`src/rtl/demux4_seq.sv`:
```
// demux4_seq: routes one input stream to one of four registered outputs for a
// bounded number of words per run pulse, fixed or round-robin. Option macro:
// DEMUX4_SEQ_ZERO_UNSEL_EN (clear the non-selected outputs on each write).
//
// +--------------------------------------------------------------------------+
// | Module   : demux4_seq                                                    |
// | Function : 1:4 sequential demultiplexer functional unit                  |
// | Options  : DEMUX4_SEQ_ZERO_UNSEL_EN                                      |
// | Revision : 1.0 - initial release                                         |
// +--------------------------------------------------------------------------+
`default_nettype none

module demux4_seq #(
  parameter int DATA_W = 32,
  parameter int CNT_W  = 16
) (
  input  logic              clk,
  input  logic              rst,
  input  logic              running,
  input  logic              run,
  output logic              done,
  input  logic [DATA_W-1:0] in0,
  output logic [DATA_W-1:0] out0,
  output logic [DATA_W-1:0] out1,
  output logic [DATA_W-1:0] out2,
  output logic [DATA_W-1:0] out3,
  input  logic [1:0]        sel,
  input  logic              auto_rr,
  input  logic [CNT_W-1:0]  period,
  input  logic [CNT_W-1:0]  amount
);

  localparam logic [0:0] IDLE   = 1'b0;
  localparam logic [0:0] ACTIVE = 1'b1;

  logic [0:0]        state;
  logic [1:0]        idx;
  logic [CNT_W-1:0]  per_cnt;
  logic [CNT_W-1:0]  item_cnt;
  logic              auto_rr_q;
  logic [CNT_W-1:0]  period_q;
  logic [CNT_W-1:0]  amount_q;
  logic [DATA_W-1:0] out_q [4];

  logic [CNT_W-1:0]  per_last;
  logic              write_en;
  logic              last_item;

  // A period of zero behaves as a period of one.
  assign per_last  = (period_q == '0) ? '0 : period_q - {{(CNT_W-1){1'b0}}, 1'b1};
  assign write_en  = (state == ACTIVE) && running && !run;
  assign last_item = (item_cnt == amount_q - {{(CNT_W-1){1'b0}}, 1'b1});

  always_ff @(posedge clk or posedge rst) begin
    if (rst) begin
      state     <= IDLE;
      idx       <= 2'd0;
      per_cnt   <= '0;
      item_cnt  <= '0;
      auto_rr_q <= 1'b0;
      period_q  <= '0;
      amount_q  <= '0;
      for (int i = 0; i < 4; i++) out_q[i] <= '0;
    end else if (run) begin
      idx       <= sel;
      per_cnt   <= '0;
      item_cnt  <= '0;
      auto_rr_q <= auto_rr;
      period_q  <= period;
      amount_q  <= amount;
      state     <= (amount != '0) ? ACTIVE : IDLE;
    end else if (write_en) begin
      for (int i = 0; i < 4; i++) begin
        if (idx == 2'(i)) begin
          out_q[i] <= in0;
        end else begin
`ifdef DEMUX4_SEQ_ZERO_UNSEL_EN
          out_q[i] <= '0;
`else
          out_q[i] <= out_q[i];
`endif
        end
      end
      item_cnt <= item_cnt + {{(CNT_W-1){1'b0}}, 1'b1};
      if (auto_rr_q) begin
        if (per_cnt == per_last) begin
          per_cnt <= '0;
          idx     <= idx + 2'd1;
        end else begin
          per_cnt <= per_cnt + {{(CNT_W-1){1'b0}}, 1'b1};
        end
      end
      if (last_item) state <= IDLE;
    end
  end

  assign done = (state == IDLE);
  assign out0 = out_q[0];
  assign out1 = out_q[1];
  assign out2 = out_q[2];
  assign out3 = out_q[3];

endmodule

`default_nettype wire

```
`config.mk`:
```
export PLATFORM = sky130hd
export DESIGN_NAME = demux4_seq
export DESIGN_NICKNAME = d
export VERILOG_FILES = /design/src/rtl/demux4_seq.sv
export SDC_FILE = /design/constraint.sdc
export NUM_CORES = 1
export LEC_CHECK = 0
export CAP_MARGIN = 5
export CORE_MARGIN = 2
export CORE_UTILIZATION = 52
export CTS_BUF_LIST = sky130_fd_sc_hd__clkbuf_8
export CTS_CLUSTER_SIZE = 30
export DETAILED_ROUTE_END_ITERATION = 10
export GPL_TIMING_DRIVEN = 0
export PLACE_DENSITY = 0.81
export SYNTH_ARGS = -nofsm -noshare
export SYNTH_HDL_FRONTEND = slang
export SYNTH_SLANG_ARGS = --single-unit
```
`constraint.sdc`:
```
create_clock -name clk -period 20.9 [get_ports clk]
set_input_delay 6.27 -clock clk [delete_from_list [all_inputs] [get_ports clk]]
set_output_delay 6.27 -clock clk [all_outputs]
set_load 0.005 [all_outputs]
```
==> results.md <==
* Status: complete, no violations
* ANT cells at 0
* Synth Cell Area at 9060 µm²
* Hold path start: out1[19]$_DFFE_PP0P_
* Max H-tree Level at 4
* Class of the worst hold path: reg -> reg
* GRT overflow at 0
* Initial antenna violation count at 0
* Boundary pin count at 200
* Vias per inst at 5.52
* Syn nets at 814
* Final ANT Viol Nets at 0
* Crit path DAT at 8430 ps
* Fraction of the mapped netlist area in simple logic gates at 11.9%
* CTS tree: done
* Final Core Density at 68.5%
* Peak supply drop at 50.0 µV
* Fraction of registers with async set/reset at 100%
* Syn avg cell area at 12.3 µm²
* Fin worst setup slack at 12810 ps
* R2R Setup Slk at 17420 ps
* Num CTS Buffers at 17
* Via count at 6582
* Detailed-placement wirelength estimate at 16100 µm
* First-pass GRT wire length at 34300 µm
* TritonRoute pass-1 iters at 5
* Final Hold Violating Endpoints at 0
* Clk_lat worst skew at 470 ps
* Int Power at 779 µW
* Post-route DRC at 0
* Slew Viols, Final at 0
* Switching Fraction at 28.2%
* Setup CP Type: in -> reg
* Placement-stage cell area at 11400 µm²
* Yosys reg bits at 196
* Dpl cells at 1160
* # nets final at 1033
* FF/Latch Area at 4900 µm²
* CTS sink cnt at 196
* Leak at 4.94 nW
* RSZ-0062 raised after global routing: no
* Share of the yosys chip area belonging to registers at 54.2%
* Sw Pwr at 305 µW
* Largest net degree at the start of global routing at 121
* Max-Cap Viols at 0
* Final Critical Period at 8090 ps
* Hold path depth at 1
* Post-CTS Setup Bufs at 0
* RePlAce Congestion at 0.929
* Largest family of logic cells by synthesized area: multiplexers
* Clock root buffer: clkbuf_8
* Multi-input gate area at 3970 µm²
* Clock power share at 22.7%
* Post-synth EDFFs at 0
* Critical-path top delay cell: or4_1
* First DRT Iteration DRCs at 359
* Cell Count, Final, Fillers Out at 1192
* Clk pin slew, worst setup/hold paths at 100 ps
* Share of power burned in registers at 47.3%
* Overall power at 1.08 mW
* Reg-to-Reg Start: period_q[0]$_DFFE_PP0P_
* Final wirelength at 21600 µm
* CP required at 21240 ps
* Finished Cell Area at 11800 µm²
* Horiz. Die Dim at 136 µm
* WL/cell at 18.1 µm
* Final Skew at 16.8 ps
* Max Clock Freq at 0.124 GHz
* Hold EP: out1[19]$_DFFE_PP0P_
* Post-Synth Adder-Cell Area at 1.11%
* PD cells at 92.1 nW/µm²
* Hold_buf cts at 0
* Setup tns final at 0 ps
* Post-synthesis cell type count at 64
* Post-Synthesis Cells at 735
* CP max FO at 4
* GRT Total Usage at 24.0%
* Final setup viols at 0
* XOR/XNOR Fraction of Synth Area at 6.05%
* Initial Utilization at 52.7%
* Setup WS pre-CTS at 12340 ps
* DIE AREA at 18500 µm²
* Slew headroom at 49.6%
* Layout cells sized above 1 at 21.3%
* Post-CTS resize count at 0
* Slowest stage delay, CP at 510 ps
* Fill count at 1268
* CP Cell Sequence: clkdlybuf4s50_1 -> nand2_1 -> nor4_1 -> nand3_1 -> or4_1 -> a2111oi_0 -> o31ai_1
* Post-synthesis compound-gate area fraction at 5.15%
* Core area at 17200 µm²
* Multiplexer share of the synthesized area at 19.6%
* Cells on worst reg2reg path at 11
* Ys flop type: dfrtp_1
* Critical path capture point type: flip-flop
* Synth warnings at 0
* Row Count at 48
* Capture point of the worst reg-to-reg path: per_cnt[10]$_DFFE_PP0P_
* Combinational group share of total power at 29.9%
* Critical Path Start Type: input pin
* CTS max path bufs at 2
* Slew @ Worst Pin at 756 ps
* Vias in the first global route at 6424
* Layout area overhead at 29.9%
* Die height at 136 µm
* Period utilization at 38.7%
* IO buf count at 199
* Hold WS at 511 ps
## power by group through the flow
| stage | Combinational, mW | Clock (mW) | Sequential [mW] |
|---|---|---|---|
| final | 0.324 | 0.246 | 0.513 |
| after detailed placement | 0.327 | 0 | 0.521 |
| after CTS | 0.328 | 0.253 | 0.513 |
| after floorplan | 0.112 | 0 | 0.521 |
| after global routing | 0.350 | 0.267 | 0.523 |
| after global placement | 0.318 | 0 | 0.516 |
## area by class of cell
cell class	count	share of cell area (%)
clock inverter	15	1.42
sequential	196	41.7
clock buffer	17	1.99
tap	225	2.39
buffer	29	0.957
inverter	18	0.638
timing repair buffer	200	17.2
multi-input combinational	492	33.8
## worst max path at each step
stage,depth (start not counted),from,end
detailed placement,7,running,state$_DFFE_PP0P_
floorplan,1,rst,amount_q[0]$_DFFE_PP0P_
finish,7,running,state$_DFFE_PP0P_
global route,10,running,per_cnt[13]$_DFFE_PP0P_
CTS,7,running,state$_DFFE_PP0P_
global placement,2,rst,out3[28]$_DFFE_PP0P_
## routing by layer
| layer | track usage, % | share of wire, % | vias up |
|---|---|---|---|
| met1 | 31.6 | 43 | 3251 |
| met4 | 5.38 | 1.1 | 0 |
| met5 | 0 | 0 | - |
| met2 | 40.1 | 49 | 234 |
| li1 | - | - | 3075 |
| met3 | 6.56 | 7.3 | 22 |
## flip-flops by register name (all words and copies together) (netlist names), 2 cells and up
signal and flops:
per_cnt 16, out2 32, out3 32, amount_q 16
item_cnt 16, idx 2, period_q 16, out1 32
out0 32
## synthesized netlist by cell type (7+ instances only)
cell type,n,area share [%]
clkbuf_1,10,0.41
nand3_1,14,0.77
dfrtp_1,196,54
inv_1,18,0.75
ha_1,8,1.1
xor2_1,33,3.2
o21ai_0,17,0.94
buf_1,16,0.66
nor2_1,49,2.0
nor3_1,12,0.66
a21oi_1,11,0.61
xnor2_1,27,2.6
nand4_1,13,0.90
and3_1,7,0.48
or3_1,11,0.76
nor4_1,10,0.69
nand2_1,38,1.6
mux2_2,156,19
## worst max-delay path, delay by kind of cell
family	cells	cell delay [ps]
AND/OR/NAND/NOR	4	1060
AO/OA/AOI/OAI	2	600
buffers and inverters	1	490
## cells in the final DEF (no fill, tap or decap), types with 5 or more instances in the layout
| cell | netlist | routed |
|---|---|---|
| nor3b_1 | 6 | 6 |
| nor2b_1 | 5 | 5 |
| nor2_1 | 49 | 49 |
| clkbuf_8 | 0 | 17 |
| clkbuf_1 | 10 | 10 |
| nand3_1 | 14 | 14 |
| buf_1 | 16 | 16 |
| and3_1 | 7 | 7 |
| a31oi_1 | 6 | 6 |
| dfrtp_1 | 196 | 196 |
| ha_1 | 8 | 8 |
| xnor2_1 | 27 | 27 |
| nor3_1 | 12 | 12 |
| inv_8 | 0 | 5 |
| a21o_1 | 6 | 6 |
| o21ai_0 | 17 | 17 |
| mux2_2 | 156 | 156 |
| or3_1 | 11 | 11 |
| nand2_1 | 38 | 38 |
| nor4_1 | 10 | 10 |
| nand4_1 | 13 | 13 |
| a21oi_1 | 11 | 11 |
| inv_1 | 18 | 18 |
| xor2_1 | 33 | 33 |
| clkdlybuf4s50_1 | 0 | 199 |
## kinds of logic after synthesis
logic type	Yosys count
simple gates	197
flops	196
mux	158
compound gates	68
xor+xnor	61
buf+inv	47
fa+ha+maj	8
Power figures use the tool's default switching activity.
